--- src/rtl/data_mem_arbiter.sv ---
// data_mem_arbiter: shares the single-port data memory between the CPU load/store
//   path and a periodic display scanner that reads two bytes into display_word.
// Latency: CPU grant is combinational; load data and cpu_valid appear one cycle after the grant.
// Backpressure: the CPU holds cpu_req until cpu_gnt. A scan owns the port for two cycles and is
//   never interrupted. The CPU wins arbitration until a pending scan has waited STARVE_LIMIT grants.
//
// Ports:
//   clk, reset                 clock, asynchronous active-low reset
//   cpu_req/we/addr/wdata      CPU access request (held until granted)
//   cpu_gnt                    access granted this cycle (combinational)
//   cpu_valid, cpu_rdata       load data pulse; the data is held until the next load
//   mem_we/addr/wdata, mem_rdata   data_memory port (synchronous read)
//   display_word               {hi, lo} display bytes, updated atomically
//   scan_busy                  scanner owns the memory port this cycle
//   stall_count                cycles with cpu_req=1 and cpu_gnt=0 (only with ARB_STALL_COUNT_EN)
module data_mem_arbiter #(
    parameter int ADDR_W         = 8,
    parameter int DATA_W         = 8,
    parameter int REFRESH_CYCLES = 1000,
    parameter int STARVE_LIMIT   = 4,
    parameter logic [ADDR_W-1:0] DISP_ADDR_LO = ADDR_W'(254),
    parameter logic [ADDR_W-1:0] DISP_ADDR_HI = ADDR_W'(255)
) (
    input  logic              clk,
    input  logic              reset,
    input  logic              cpu_req,
    input  logic              cpu_we,
    input  logic [ADDR_W-1:0] cpu_addr,
    input  logic [DATA_W-1:0] cpu_wdata,
    output logic              cpu_gnt,
    output logic              cpu_valid,
    output logic [DATA_W-1:0] cpu_rdata,
    output logic              mem_we,
    output logic [ADDR_W-1:0] mem_addr,
    output logic [DATA_W-1:0] mem_wdata,
    input  logic [DATA_W-1:0] mem_rdata,
    output logic [15:0]       display_word,
    output logic              scan_busy
`ifdef ARB_STALL_COUNT_EN
    ,
    output logic [15:0]       stall_count
`endif
);

    localparam int RW = (REFRESH_CYCLES > 1) ? $clog2(REFRESH_CYCLES) : 1;
    localparam int SW = $clog2(STARVE_LIMIT + 1);
    localparam logic [RW-1:0] REFRESH_LAST = RW'(REFRESH_CYCLES - 1);
    localparam logic [SW-1:0] STARVE_MAX   = SW'(STARVE_LIMIT);

    typedef enum logic [1:0] {IDLE, SCAN_LO, SCAN_HI, SCAN_CAP} state_e;

    state_e            state_q;
    logic [RW-1:0]     refresh_cnt_q;
    logic              scan_pending_q;
    logic [SW-1:0]     starve_cnt_q;
    logic [DATA_W-1:0] lo_hold_q;
    logic [DATA_W-1:0] rdata_hold_q;
    logic              load_pend_q;
    logic [15:0]       display_word_q;

    logic arb_state;
    logic starved;
    logic scan_start;
    logic grant;
    logic refresh_tc;

    // Arbitration only happens when the scanner does not own the port.
    assign arb_state  = (state_q == IDLE) || (state_q == SCAN_CAP);
    assign starved    = (starve_cnt_q == STARVE_MAX);
    assign scan_start = arb_state && scan_pending_q && (!cpu_req || starved);
    assign grant      = arb_state && cpu_req && !scan_start;
    assign refresh_tc = (refresh_cnt_q == REFRESH_LAST);

    assign cpu_gnt      = grant;
    assign cpu_valid    = load_pend_q;
    // Load data is presented straight from the memory in the completion
    // cycle, then held from the capture register until the next load.
    assign cpu_rdata    = load_pend_q ? mem_rdata : rdata_hold_q;
    assign display_word = display_word_q;
    assign scan_busy    = (state_q == SCAN_LO) || (state_q == SCAN_HI);

    always_comb begin
        mem_we    = 1'b0;
        mem_addr  = '0;
        mem_wdata = '0;
        case (state_q)
            SCAN_LO: mem_addr = DISP_ADDR_LO;
            SCAN_HI: mem_addr = DISP_ADDR_HI;
            default: begin
                if (grant) begin
                    mem_we    = cpu_we;
                    mem_addr  = cpu_addr;
                    mem_wdata = cpu_wdata;
                end
            end
        endcase
    end

    always_ff @(posedge clk or negedge reset) begin
        if (!reset) begin
            state_q        <= IDLE;
            refresh_cnt_q  <= '0;
            scan_pending_q <= 1'b0;
            starve_cnt_q   <= '0;
            lo_hold_q      <= '0;
            rdata_hold_q   <= '0;
            load_pend_q    <= 1'b0;
            display_word_q <= '0;
        end else begin
            refresh_cnt_q <= refresh_tc ? '0 : refresh_cnt_q + RW'(1);

            // A terminal count while a scan is already pending is dropped;
            // the one consumed this cycle also absorbs a coincident count.
            if (scan_start) begin
                scan_pending_q <= 1'b0;
            end else if (refresh_tc) begin
                scan_pending_q <= 1'b1;
            end

            load_pend_q <= grant && !cpu_we;
            if (load_pend_q) begin
                rdata_hold_q <= mem_rdata;
            end

            case (state_q)
                SCAN_LO: state_q <= SCAN_HI;
                SCAN_HI: begin
                    lo_hold_q <= mem_rdata;
                    state_q   <= SCAN_CAP;
                end
                default: begin
                    // The high byte returns in SCAN_CAP; both bytes land together.
                    if (state_q == SCAN_CAP) begin
                        display_word_q <= {mem_rdata, lo_hold_q};
                    end
                    if (scan_start) begin
                        state_q      <= SCAN_LO;
                        starve_cnt_q <= '0;
                    end else begin
                        state_q <= IDLE;
                        if (grant && scan_pending_q && !starved) begin
                            starve_cnt_q <= starve_cnt_q + SW'(1);
                        end
                    end
                end
            endcase
        end
    end

`ifdef ARB_STALL_COUNT_EN
    logic [15:0] stall_cnt_q;
    assign stall_count = stall_cnt_q;

    always_ff @(posedge clk or negedge reset) begin
        if (!reset) begin
            stall_cnt_q <= '0;
        end else if (cpu_req && !grant && (stall_cnt_q != 16'hFFFF)) begin
            stall_cnt_q <= stall_cnt_q + 16'd1;
        end
    end
`endif

endmodule

--- config.mk ---
export PLATFORM = sky130hd
export DESIGN_NAME = data_mem_arbiter
export DESIGN_NICKNAME = d
export VERILOG_FILES = /design/src/rtl/data_mem_arbiter.sv
export SDC_FILE = /design/constraint.sdc
export NUM_CORES = 1
export LEC_CHECK = 0
export CORE_ASPECT_RATIO = 0.7
export CORE_UTILIZATION = 45
export CTS_CLUSTER_SIZE = 20
export DETAILED_ROUTE_END_ITERATION = 10
export PLACE_DENSITY = 0.79
export RECOVER_POWER = 25
export SYNTH_ARGS = -nofsm -noshare
export SYNTH_HDL_FRONTEND = slang
export SYNTH_SLANG_ARGS = --single-unit
--- constraint.sdc ---
create_clock -name clk -period 1.86 [get_ports clk]
set_clock_uncertainty 0.05 [all_clocks]
set_input_delay 0.372 -clock clk [delete_from_list [all_inputs] [get_ports clk]]
set_output_delay 0.372 -clock clk [all_outputs]
set_load 0.05 [all_outputs]
==> results.py, run 1 <==
metrics = {
    "global_routing": {
        "grt_max_degree": 31,
        "grt_pass1_wl_um": 7550,
        "grt_pass1_vias": 1498,
        "grt_overflow_total": 0,
        "track_usage_pct": 20.3,
        "antenna_found_initial": 0,
    },
    "synth": {
        "yosys-top-cells-count": "49 x dfrtp_1, 32 x mux2_2, 14 x nand2_1",
        "synthFlopType": "dfrtp_1",
        "synth-seq-cells": 49,
        "ys_async_sr_fraction_pct": 100,
        "synthSimpleGateAreaFrac_pct": 12.2,
        "synth_top_family_by_area": "multiplexers",
        "synth-compound-area-share_pct": 5.88,
        "synth-edff-count": 0,
        "syn-num-nets": 210,
        "muxShareOfSynthArea_pct": 16.8,
        "synth.area.top_cells": "dfrtp_1 57%, mux2_2 17%, and2_1 2.9%, ha_1 2.9%, nand2_1 2.4%",
        "syn-cell-area_sq_mm": 0.00215,
        "synth-xor-area-share_pct": 1.63,
        "synth_top_area_cell": "dfrtp_1",
        "ys_seq_area_share_pct": 57.0,
        "synth.most_common_cell": "dfrtp_1",
        "syn_area_per_cell_sq_um": 12.1,
        "synth_fa_ha_area_share_pct": 2.91,
        "synth_top_area_share_pct": 57.0,
        "yosysUniqueCellTypes": 31,
        "syn_inst": 177,
        "yosysWarnings": 0,
    },
    "timing": {
        "setup_viol": 22,
        "min_period_ns": 2.13,
        "fin_setup_tns_ns": -4.85,
        "rsz0062_at_grt": "true",
        "worst_pin_slew_ns": 0.547,
        "hold_viol_final": 0,
        "final.period_utilization_pct": 114,
        "fmax_mhz": 470,
        "postLayoutSetupSlackWorst_ns": -0.269,
        "slew_headroom_pct": 63.5,
        "maxSlewViolCount": 0,
    },
    "clock_tree": {
        "clk_pin_slew_worst_paths_ns": 0.08,
        "root_buffer": "clkbuf_8",
        "clkLatencyLatePin_ns": 0.30,
        "clkSinkCount": 49,
        "htreeDepth": 2,
        "tritoncts": "yes",
        "numCtsBuffers": 5,
        "cts_buffer_depth": 2,
    },
    "setup_path": {
        "rrSetupSlack_ns": 0.16,
        "cp_data_required_time_ns": 1.44,
        "path_class": "reg2out",
        "cp.arrival_ns": 1.71,
        "ff2ff_path_depth": 9,
        "startpoint_type": "flop",
        "path_max_fanout": 12,
        "cp-end-kind": "output port",
        "r2r_end": "starve_cnt_q[2]$_DFFE_PN0P_",
        "r2r-start": "state_q[0]$_DFF_PN0_",
    },
    "detailed_routing": {
        "routedWlPerCell_um": 14.9,
        "first_iter_violations": 48,
        "drc": 0,
        "routed-via-count": 1598,
        "dr.pass1.iters": 6,
        "vias_per_cell": 4.99,
        "drt-total-wl_um": 4770,
        "antenna_left": 0,
    },
    "power_and_ir_drop": {
        "leakage_uw": 0.00159,
        "irDropWorstVdd_mv": 0.545,
        "power.density_mw_per_mm2": 723,
    },
    "min_path": {
        "hold_path_depth": 1,
        "whs_endpoint": "refresh_cnt_q[0]$_DFF_PN0_",
        "worst_hold_startpoint": "refresh_cnt_q[0]$_DFF_PN0_",
        "hold_path_class": "reg2reg",
    },
    "placement": {
        "gp_congestion": 0.792,
        "dpl_worst_slack_ns": -0.139,
        "io_buffer_count": 71,
        "place_inst": 307,
        "hpwl_um": 3680,
        "placed_cell_area_sq_mm": 0.00332,
    },
    "die": {
        "pin_count": 72,
        "die_area_sq_mm": 0.00506,
        "initial_core_util_pct": 48.3,
        "fp.dieH_um": 59.8,
        "core-area_sq_mm": 0.00445,
        "die_x_um": 84.6,
        "row_count": 20,
    },
    "layout": {
        "areaGrowthSynthToFinish_pct": 63.7,
        "finalNetCount": 298,
        "drive_gt1_share_pct": 45.3,
        "fin_area_sq_mm": 0.00352,
        "fin_cells": 320,
        "antenna-diode-count": 0,
    },
    "run_status": {
        "status": "finished, violations left",
        "violations": "setup timing",
    },
    "flow_run": {
        "drv_cap": 0,
    },
}
[state kept, by name, summed over array words and instances (netlist names)]
name / count
cpu_valid: 1
display_word: 16
lo_hold_q: 8
rdata_hold_q: 8
refresh_cnt_q: 10
scan_pending_q: 1
starve_cnt_q: 3
state_q: 2
[how the worst max path moves through the flow]
stage / startpoint / to / slack [ns] / depth (start not counted)
floorplan: state_q[1]$_DFF_PN0_ / mem_addr[1] / -0.09 / 5
global placement: cpu_req / mem_we / -0.12 / 6
detailed placement: cpu_req / mem_we / -0.14 / 6
CTS: state_q[1]$_DFF_PN0_ / mem_wdata[1] / -0.29 / 6
global route: state_q[1]$_DFF_PN0_ / mem_wdata[2] / -0.34 / 6
finish: state_q[0]$_DFF_PN0_ / mem_wdata[5] / -0.27 / 7
[worst max-delay path, stage by stage, from the launching register on]
cell and delay, ns:
dfrtp_1 0.36, inv_1 0.07, ha_4 0.32, nand2_4 0.06, a31oi_4 0.16, buf_12 0.15, and2_4 0.15, buf_12 0.13
[timing repair]
item | CTS | global route
setup buffers | 3 | 2
gates resized for setup | 9 | 2
endpoints found under the hold margin | 19 | 0
pin swaps | 5 | 1
endpoints found under the setup margin | 18 | 19
hold buffers | 1 | 0
[stage by stage]
step / total power [uW] / utilization (%) / hold WS (ns)
after floorplan: 1500 / - / 0.0264
after global placement: 1840 / 74.5 / 0.297
after detailed placement: 1850 / 74.5 / 0.308
after CTS: 2570 / 78.6 / 0.421
after global routing: 2640 / 79.0 / 0.436
final: 2540 / 79.0 / 0.425
[power by group]
group / internal [uW] / switching, uW
Sequential: 1120 / 19.8
Clock: 391 / 325
Combinational: 316 / 375
Total: 1820 / 720
[cells by family (layout without fill, tap and decap cells)]
| group | count (synthesis) | count (layout) |
|---|---|---|
| xor gates and xnor gates | 4 | 4 |
| buffers and inverters | 19 | 107 |
| adders and majority gates | 5 | 5 |
| muxes | 32 | 32 |
| DFF | 49 | 49 |
| AOI/OAI and AO/OA | 21 | 21 |
| and+or+nand+nor | 47 | 47 |
[cell type report]
cell class	count	area, sq um
clock inverter	2	35.0
fill	279	936
inverter	12	45.0
clock buffer	5	68.8
multi-input combinational	109	1020
timing repair buffer	88	1050
tap	55	68.8
sequential	49	1230
[metal layers]
metal	vias to the layer above	share of wire, %	track usage (%)
met2	33	45	30.7
met3	7	4.0	5.11
met1	778	50	29.2
met5	-	0	0
li1	780	-	-
met4	0	1.0	6.78
[cell usage in the layout (no fill, tap or decap), types with 2 or more instances in the layout]
cell             Yosys  routed
dfrtp_1             49      49
buf_4                0      28
clkdlybuf4s50_1      0      26
mux2_2              32      25
buf_12               0      24
inv_1               12      12
nand2_1             14      10
and2_4               0       9
o21ai_4              0       8
mux2_1               0       7
buf_6                0       6
nor2_1               5       5
clkbuf_8             0       5
nand3_1              3       3
a21oi_1              3       3
o21ai_0             10       3
nor3b_1              3       3
ha_1                 5       3
nand2_4              0       2
nand4_1              2       2
nor3_1               2       2
o22a_1               2       2
xnor2_1              2       2
xor2_1               2       2
nor2b_1              2       2
Note: power is estimated with default switching activity, not from simulation.
==> inputs of run 2 (changes only) <==
--- a/config.mk
+++ b/config.mk
@@ -8,2 +8,3 @@
 export CORE_ASPECT_RATIO = 0.7
+export CORE_MARGIN = 4
 export CORE_UTILIZATION = 45
==> constraint.sdc (replaced) <==
create_clock -name clk -period 1.86 [get_ports clk]
set_clock_uncertainty 0.05 [all_clocks]
set_input_delay 0.186 -clock clk [delete_from_list [all_inputs] [get_ports clk]]
set_output_delay 0.186 -clock clk [all_outputs]
set_load 0.05 [all_outputs]
==> run 2 against run 1 <==
Against the previous run: the run still ends with setup timing left; final cell count down 0.94%; count of clock-buffer cells in the layout did not move; first-iteration DRC count rose by 27%.
==> results.py, run 2 (synthesized netlist as in run 1, its figures left out) <==
metrics = {
    "setup_path": {
        "crit_chain": "ha_4 > nand2_4 > a31oi_4 > buf_6 > and2_4 > buf_12",
        "path_class": "reg2out",
        "cp_data_required_time_ns": 1.62,
        "rrSetupSlack_ns": 0.27,
        "slowest_delay_ns": 0.43,
        "startpoint_type": "flop",
        "cp-end-kind": "output port",
        "crit_slowest_cell": "dfrtp_1",
        "path_max_fanout": 6,
        "cp.arrival_ns": 1.72,
    },
    "clock_tree": {
        "cts_buffer_depth": 2,
        "clkLatencyLatePin_ns": 0.30,
        "tritoncts": "yes",
        "root_buffer": "clkbuf_8",
        "numCtsBuffers": 5,
        "clk_pin_slew_worst_paths_ns": 0.09,
        "htreeDepth": 2,
        "clkSinkCount": 49,
    },
    "timing": {
        "fin_setup_tns_ns": -1.14,
        "min_period_ns": 1.96,
        "rsz0062_at_grt": "true",
        "timing.hold.ws_ns": 0.404,
        "final.period_utilization_pct": 105,
        "maxSlewViolCount": 0,
        "slew_headroom_pct": 21.7,
        "setup_viol": 18,
        "postLayoutSetupSlackWorst_ns": -0.0981,
        "fmax_mhz": 511,
        "hold_viol_final": 0,
        "worst_pin_slew_ns": 1.17,
    },
    "die": {
        "fp.dieH_um": 65.8,
        "row_count": 20,
        "core-area_sq_mm": 0.00448,
        "die_area_sq_mm": 0.00596,
        "pin_count": 72,
        "die_x_um": 90.6,
        "initial_core_util_pct": 48.0,
    },
    "power_and_ir_drop": {
        "sequentialPowerShare_pct": 47.5,
        "leakage_uw": 0.00151,
        "combPwrFrac_pct": 26.3,
        "power.density_mw_per_mm2": 714,
        "p_int_uw": 1660,
        "irDropWorstVdd_mv": 0.455,
        "power_switching_uw": 743,
        "clockPowerShare_pct": 26.2,
        "swShare_pct": 30.9,
    },
    "global_routing": {
        "antenna_found_initial": 0,
        "grt_overflow_total": 0,
        "grt_max_degree": 50,
        "track_usage_pct": 17.7,
        "grt_pass1_vias": 1720,
        "grt_pass1_wl_um": 8310,
    },
    "layout": {
        "fin_cells": 317,
        "finalNetCount": 294,
        "areaGrowthSynthToFinish_pct": 56.5,
        "regArea_sq_mm": 0.00123,
        "antenna-diode-count": 0,
        "largest_register_ffs": 16,
        "final_common_cell": "dfrtp_1",
        "num-fill-cells": 281,
        "post-route-util_pct": 75.1,
        "multiInputGateArea_sq_um": 966,
        "final_cell_mix": "49 x dfrtp_1, 42 x clkdlybuf4s50_1, 32 x mux2_2",
        "drive_gt1_share_pct": 42.0,
    },
    "detailed_routing": {
        "routed-via-count": 1619,
        "first_iter_violations": 61,
        "drt-total-wl_um": 5000,
        "dr.pass1.iters": 6,
        "drc": 0,
        "vias_per_cell": 5.11,
        "routedWlPerCell_um": 15.8,
        "antenna_left": 0,
    },
    "run_status": {
        "status": "finished, violations left",
        "violations": "setup timing",
    },
    "placement": {
        "hpwl_um": 3530,
        "io_buffer_count": 71,
        "place_inst": 301,
        "gp_congestion": 0.753,
    },
    "min_path": {
        "hold_path_class": "in2reg",
    },
    "flow_run": {
        "drv_cap": 0,
    },
}
-- run 2: final timing paths --
check	cells after the start	endpoint	startpoint
setup / recovery	6	mem_we	state_q[1]$_DFF_PN0_
hold / removal	2	cpu_valid$_DFF_PN0_	cpu_we
setup reg to reg	5	scan_pending_q$_DFFE_PN0P_	refresh_cnt_q[0]$_DFF_PN0_
hold reg to reg	1	refresh_cnt_q[0]$_DFF_PN0_	refresh_cnt_q[0]$_DFF_PN0_
max in group asynchronous	3	display_word[13]$_DFFE_PN0P_	reset
min in group asynchronous	3	starve_cnt_q[2]$_DFFE_PN0P_	reset
-- run 2: final cells by class --
| class | count | share of cell area [%] |
|---|---|---|
| clock buffers | 5 | 2.05 |
| clock inverters | 3 | 0.670 |
| inverters | 12 | 1.34 |
| multi-input cells | 109 | 28.7 |
| flip-flops and latches | 49 | 36.5 |
| well taps | 55 | 2.05 |
| repair buffers | 84 | 28.7 |
-- run 2: metrics by stage --
stage / power, uW / worst slack, ns / cell area [sq um]
CTS: 2420 / -0.0875 / 3330
finish: 2400 / -0.0981 / 3360
floorplan: 1480 / -0.0451 / 2200
global route: 2500 / -0.164 / 3360
global placement: 1760 / 0.167 / 3090
detailed placement: 1770 / 0.144 / 3090
-- run 2: what timing repair did --
| action | 4_1_cts | 5_1_grt |
|---|---|---|
| endpoints found under the hold margin | 49 | 0 |
| endpoints found under the setup margin | 17 | 18 |
| hold buffers | 1 | 0 |
| setup buffers | 4 | 2 |
| resized for setup | 30 | 4 |
| pin swaps | 11 | 2 |
| cloned | 1 | 0 |
-- run 2: per-layer routing --
metal  share of wire, %  global-route usage [%]
met5                  0                       0
met4                1.4                    6.30
met3                6.5                    5.35
met2                 50                    30.6
met1                 42                    21.3
-- run 2: power groups by stage --
stage / Clock (uW) / Sequential [uW] / Combinational [uW]
after CTS: 638 / 1140 / 635
after detailed placement: 0 / 1160 / 604
after global routing: 692 / 1150 / 660
final: 630 / 1140 / 631
after floorplan: 0 / 1220 / 263
after global placement: 0 / 1160 / 597
-- run 2: critical path: cells and delay by family (launching register included) --
family,cells,cell delay [ns]
flops,1,0.43
compound gates,1,0.19
fa+ha+maj,1,0.31
buf+inv,2,0.28
simple gates,2,0.21
